File: config.mk
export PLATFORM = sky130hd
export DESIGN_NAME = serial_alu_seq
export DESIGN_NICKNAME = d
export VERILOG_FILES = /design/src/rtl/serial_alu_seq.sv
export SDC_FILE = /design/constraint.sdc
export NUM_CORES = 1
export LEC_CHECK = 0
export CELL_PAD_IN_SITES_DETAIL_PLACEMENT = 1
export CELL_PAD_IN_SITES_GLOBAL_PLACEMENT = 2
export CORE_MARGIN = 1
export CORE_UTILIZATION = 36
export CTS_CLUSTER_DIAMETER = 100
export CTS_CLUSTER_SIZE = 16
export DETAILED_ROUTE_END_ITERATION = 7
export PLACE_DENSITY_LB_ADDON = 0.1
export SETUP_SLACK_MARGIN = 0.15
export SYNTH_ARGS = -nofsm -noshare
export SYNTH_HDL_FRONTEND = slang
export SYNTH_SLANG_ARGS = --single-unit
File: constraint.sdc
create_clock -name clk -period 2.98 [get_ports clk]
set_input_delay 0.596 -clock clk [delete_from_list [all_inputs] [get_ports clk]]
set_output_delay 0.596 -clock clk [all_outputs]
set_load 0.03 [all_outputs]
File: src/rtl/serial_alu_seq.sv
// serial_alu_seq: bit-serial add/subtract sequencer.
// Latches two WIDTH-bit operands on start and feeds one 1-bit full adder
// LSB-first, one bit per clock. The carry is held in a flop between bits.
// When all bits are done, the result and flags are registered, and done
// pulses for one cycle.
//
// Ports:
//   clk, rst        clock; asynchronous active-high reset
//   start           begin an operation (sampled in IDLE or DONE only)
//   sub             0: inA+inB+cin, 1: inA-inB (cin ignored)
//   inA, inB, cin   operands, sampled with start
//   busy            high while bits are being processed
//   done            one-cycle completion pulse
//   sum             result, held until the next completion
//   cout            carry out of the MSB (sub: 1 = no borrow)
//   overflow        signed overflow
//   zero            sum == 0
//   prop_all        AND of per-bit propagate over all bits

// full_adder: 1-bit full adder cell with propagate/generate outputs.
module full_adder (
  input  logic inA,
  input  logic inB,
  input  logic cin,
  output logic sum,
  output logic cout,
  output logic p,
  output logic g
);
  assign p    = inA ^ inB;
  assign g    = inA & inB;
  assign sum  = p ^ cin;
  assign cout = g | (p & cin);
endmodule

module serial_alu_seq #(
  parameter int WIDTH = 8
) (
  input  logic             clk,
  input  logic             rst,
  input  logic             start,
  input  logic             sub,
  input  logic [WIDTH-1:0] inA,
  input  logic [WIDTH-1:0] inB,
  input  logic             cin,
  output logic             busy,
  output logic             done,
  output logic [WIDTH-1:0] sum,
  output logic             cout,
  output logic             overflow,
  output logic             zero,
  output logic             prop_all
);

  localparam int CW = $clog2(WIDTH);
  localparam logic [CW-1:0] LAST    = CW'(WIDTH - 1);
  localparam logic [CW-1:0] PRELAST = CW'(WIDTH - 2);

  typedef enum logic [1:0] {S_IDLE, S_RUN, S_DONE} state_t;

  state_t           r_state;
  state_t           w_next;

  logic [WIDTH-1:0] r_a_sh;
  logic [WIDTH-1:0] r_b_sh;
  logic [WIDTH-1:0] r_res_sh;
  logic [CW-1:0]    r_cnt;
  logic             r_carry;
  logic             r_prop_acc;
  logic             r_carry_in_msb;

  logic [WIDTH-1:0] r_sum;
  logic             r_cout;
  logic             r_overflow;
  logic             r_zero;
  logic             r_prop_all;

  logic             w_sum_bit;
  logic             w_cout_bit;
  logic             w_p_bit;
  logic             w_load;
  logic             w_last;
  logic [WIDTH-1:0] w_result;

  full_adder u_fa (
    .inA  (r_a_sh[0]),
    .inB  (r_b_sh[0]),
    .cin  (r_carry),
    .sum  (w_sum_bit),
    .cout (w_cout_bit),
    .p    (w_p_bit),
    .g    ()
  );

  // start is honoured only outside RUN; a start during RUN is dropped.
  assign w_load   = start && (r_state != S_RUN);
  assign w_last   = (r_state == S_RUN) && (r_cnt == LAST);
  // Final bit lands in the MSB while the earlier bits shift down into place.
  assign w_result = {w_sum_bit, r_res_sh[WIDTH-1:1]};

  // State register
  always_ff @(posedge clk or posedge rst) begin
    if (rst) begin
      r_state <= S_IDLE;
    end else begin
      r_state <= w_next;
    end
  end

  // Next-state logic
  always_comb begin
    w_next = r_state;
    case (r_state)
      S_IDLE:  if (start) w_next = S_RUN;
      S_RUN:   if (r_cnt == LAST) w_next = S_DONE;
      S_DONE:  w_next = start ? S_RUN : S_IDLE;
      default: w_next = S_IDLE;
    endcase
  end

  // State-decoded outputs
  always_comb begin
    busy = 1'b0;
    done = 1'b0;
    case (r_state)
      S_RUN:   busy = 1'b1;
      S_DONE:  done = 1'b1;
      default: ;
    endcase
  end

  // Serial datapath and result registers
  always_ff @(posedge clk or posedge rst) begin
    if (rst) begin
      r_a_sh         <= '0;
      r_b_sh         <= '0;
      r_res_sh       <= '0;
      r_cnt          <= '0;
      r_carry        <= 1'b0;
      r_prop_acc     <= 1'b0;
      r_carry_in_msb <= 1'b0;
      r_sum          <= '0;
      r_cout         <= 1'b0;
      r_overflow     <= 1'b0;
      r_zero         <= 1'b0;
      r_prop_all     <= 1'b0;
    end else if (w_load) begin
      r_a_sh     <= inA;
      r_b_sh     <= sub ? ~inB : inB;
      r_carry    <= sub ? 1'b1 : cin;
      r_cnt      <= '0;
      r_prop_acc <= 1'b1;
    end else if (r_state == S_RUN) begin
      r_carry    <= w_cout_bit;
      r_res_sh   <= w_result;
      r_a_sh     <= r_a_sh >> 1;
      r_b_sh     <= r_b_sh >> 1;
      r_prop_acc <= r_prop_acc & w_p_bit;
      r_cnt      <= r_cnt + CW'(1);
      if (r_cnt == PRELAST) begin
        r_carry_in_msb <= w_cout_bit;
      end
      if (w_last) begin
        r_sum      <= w_result;
        r_cout     <= w_cout_bit;
        r_overflow <= r_carry_in_msb ^ w_cout_bit;
        r_prop_all <= r_prop_acc & w_p_bit;
        r_zero     <= (w_result == '0);
      end
    end
  end

  assign sum      = r_sum;
  assign cout     = r_cout;
  assign overflow = r_overflow;
  assign zero     = r_zero;
  assign prop_all = r_prop_all;

endmodule

-- Yosys cells after proc, flatten, opt, wreduce, memory -nomap -nowiden
Cells that the tools add are included.
- add/sub/neg operators: 1
- equal/unequal tests: 7
- mux-type cells: 18
- bitwise logic cells: 9
- reduce and logical (&&, ||, !) cells: 9
- operator list (kind ; count):
    $mux 8 ; 5
    $logic_not 8->1 ; 1
    $mux 1 ; 8
    $not 8->8 ; 1
    $eq 3x3->1 const B ; 2
    $mux 3 ; 2
    $pmux 2 s3 ; 1
    $reduce_and 3->1 ; 2
    $mux 2 ; 2
    $ne 2x2->1 const B ; 2
    $reduce_and 2->1 ; 2
    $add 3x1->3 const B ; 1
    $and 1x1->1 ; 3
    $xor 1x1->1 ; 3
    $eq 2x1->1 const B ; 1
    $eq 2x2->1 const B ; 1
    $logic_and 1x1->1 ; 2
    $logic_not 2->1 ; 1
    $ne 2x1->1 const B ; 1
    $reduce_bool 2->1 ; 1
    $not 1->1 ; 1
    $or 1x1->1 ; 1
- bits in registers: 44
- input bits: 21

-- Depth between registers and ports, before layout
- word-level depth: 5
- mapped depth: 6
- depth with buffers taken out: 5

-- Modules after synthesis
A second synthesis with hierarchy kept.
- cell total of the unflattened synthesis: 176
- area total of the unflattened synthesis: 1959.4 sq um
- modules (own cells, without submodules) (module ; instances ; cells each ; area each (sq um) ; sequential area each (sq um)):
    serial_alu_seq ; 1 ; 174 ; 1926.8 ; 1076.0
    full_adder ; 1 ; 2 ; 32.5 ; 0.0

-- Worst setup path after synthesis
OpenSTA, ideal clock, no wires.
- path kind: reg-to-output
- start: register r_state[1]
- end: output port busy
- data arrival time: 0.912 ns
- data required time: 2.384 ns
- path slack: 1.472 ns
- cell stages (with the launch flop): 4
- cells stage by stage: dfrtp_1 nand2b_2 clkinv_2 buf_2
- longest elaborated chain between the ends: 2
- ends and longest elaborated chain (what ; RTL line ; RTL):
    from (decl) ; 61 ; state_t r_state;
    from (signal assigned) ; 106 ; r_state <= w_next;
    $eq 2x1->1 ; 125 ; case (r_state)
    $mux 1 ; 125 ;
    to (decl) ; 46 ; output logic busy,
Every way passes these cells.

-- Worst setup path after layout
Ends and elaborated chain as after synthesis.

==> out/qor.csv <==
metric;value;unit
status;finished, final reports clean;
dpl hpwl;2.70;mm
I/O pins;35;
RSZ-0062 raised after global routing;no;
Layout Cells excl Fill;282;
total track usage;15.9;%
Compound-Gate Fraction of Synth Area;7.23;%
Final Instance Area;2450;µm²
dominant cell type by area after synthesis;dfrtp_1;
Async SR Flop Fraction;100;%
n_diodes;0;
largest family of logic cells by synthesized area;multiplexers;
skew final;0.00516;ns
final WL;3.84;mm
DP Area;2350;µm²
cts bufs inserted;5;
Synth Area in Adders;3.58;%
Post-Syn Nets;202;
Post-synth EDFFs;0;
fin crit period;2.37;ns
hold_buf cts;0;
vias per cell;4.77;
Synthesis Warnings;0;
WHS Path Cells;2;
Final Wtd Congestion;0.689;
Req. time, crit path;2.38;ns
r2r setup slk;1.24;ns
first-pass GRT wire length;6.71;mm
max-cap violations;0;
maximum VDD drop;0.000312;V
synth cell count leaders;43 x dfrtp_1, 43 x nand2_1, 23 x o21ai_0, 15 x mux2i_1, 7 x xor2_1;
Slew Limit Fails;0;
Hold Path Class;flop to flop;
die extent in y;75.7;µm
Iteration-0 DRC Markers;85;
Synth Area in Simple Gates;12.1;%
Reg2Reg Capture Point;r_carry_in_msb;
Sw Share;38.1;%
Top FF cell, synth;dfrtp_1;
Cell Area, Synth;1960;µm²
htree depth;2;
share of total power in the clock network;17.3;%
PwrDens;957;nW/µm²
Initial Util;37.8;%
TritonCTS clock tree;built;
final setup margin;0.609;ns
internal power;1450;µW
CTS Sinks;43;
reg2reg path depth;5;
Startpoint Class;flop;
hold slack;0.486;ns
CP Class;flop to primary output;
Post-CTS Setup Inserts;0;
Tightest Pin Transition;0.657;ns
Worst Hold End;r_b_sh[1];
multiplexer share of the synthesized area;14.2;%
Clock Latency Late Sink;0.29;ns
# resized after CTS;0;
Setup crit end kind;primary output;
endpoints failing setup;0;
port bufs;34;
Yosys reg bits;43;
Mapped Cells;176;
final hold violation count;0;
Tcrit/Tclk final;79.6;%
core region area;5170;µm²
CP max FO;14;
clk slew on worst S/H paths;0.08;ns
total grt overflow;0;
Hold Crit Start;r_b_sh[2];
share of cells above drive strength 1;11.3;%
Max Clk Rate;0.422;GHz
vias in the first global route;1448;
XOR/XNOR Fraction of Synth Area;4.03;%
die area;5730;µm²
die width;75.7;µm
Inst Count DP;274;
DRC;0;
LEAKAGE;0.00116;µW
FF-to-FF Start;r_state[1];
antenna violations before repair;0;
DRT antenna net count;0;
DR WL/cell;13.6;µm
setup tns final;0;ns
clock tree buffer depth;2;
combinational fraction of design power;40.1;%
pre-CTS setup slack;0.715;ns
synth-to-layout area growth;25.3;%
post-synthesis average cell area;11.1;µm²
Distinct cells, synth;28;
# rows;26;
register area share after synthesis;55.0;%
First-pass DRT Iterations;3;
vias;1344;
Sw Pwr;893;µW
largest net degree at the start of global routing;44;
Worst EP arrival;1.77;ns
Nets;237;
sequential cell fraction of total power;42.6;%
Max-slew headroom;56.0;%
post-synth top area share;55.0;%
Root Buffer;clkbuf_8;
synth top area cells;dfrtp_1 55%, nand2_1 8.3%, mux2i_1 7.7%, o21ai_0 5.9%, mux2_2 3.5%;
-- through the flow --
step                      utilization (%)  total power, µW
after floorplan                         -             1640
after global placement               45.5             1920
after detailed placement             45.5             1980
after CTS                            47.4             2390
after global routing                 47.4             2550
final                                47.4             2350
-- cell type report --
type | count | area, µm²
flip-flops and latches | 43 | 1080
multi-input cells | 119 | 805
repair buffers | 37 | 363
well taps | 70 | 87.6
inverters | 5 | 20.0
fillers | 547 | 2720
clock buffers | 8 | 100
-- critical path, cell delays in order, from the launching register on --
cell	delay [ns]
dfrtp_1	0.40
nand2b_2	0.32
clkinv_2	0.10
clkdlybuf4s50_1	0.66
-- cell families after synthesis --
group	Yosys count
simple gates	53
buf+inv	14
compound gates	27
mux	25
flops	43
fa+ha+maj	5
xor+xnor	9
-- state kept, by name, summed over array words and instances (netlist names), 2 cells and up --
signal and count:
r_a_sh 8, r_b_sh 8, r_cnt 3, r_res_sh 7, r_state 2, sum 8
-- worst max-delay path by stage --
stage,cells past startpoint,endpoint,from
3_3_place_gp,4,r_a_sh[3],start
5_1_grt,3,busy,r_state[1]
4_1_cts,3,busy,r_state[1]
3_5_place_dp,4,r_a_sh[4],start
2_1_floorplan,1,cout,rst
6_report,3,busy,r_state[1]
-- power groups by stage --
stage | clock (µW) | combinational, µW | sequential, µW
global placement | 0 | 917 | 1000
floorplan | 0 | 518 | 1120
detailed placement | 0 | 962 | 1020
CTS | 423 | 962 | 1000
finish | 406 | 941 | 1000
global route | 444 | 1070 | 1040
-- routing by layer --
layer	global-route usage [%]	share of wire, %	vias up
met2	27.0	48	29
met4	6.79	1.7	0
met5	0	0	-
met1	19.5	46	655
li1	-	-	653
met3	3.84	4.1	7
-- cell usage in the layout (no fill, tap or decap), types with 2 or more instances in the layout --
master           Yosys  routed
ha_1                 4       4
nor2_1               2       2
o21ai_0             23      23
xor2_1               7       7
clkdlybuf4s50_1      0      34
mux2i_1             15      15
dfrtp_1             43      43
inv_1                4       4
nand2_1             43      43
xnor2_1              2       2
clkbuf_8             0       7
nand3_1              2       2
mux2_2               6       6
buf_4                2       3
nor4_1               2       2
mux2_4               4       4
No activity file was read; power rests on OpenSTA's default activity.
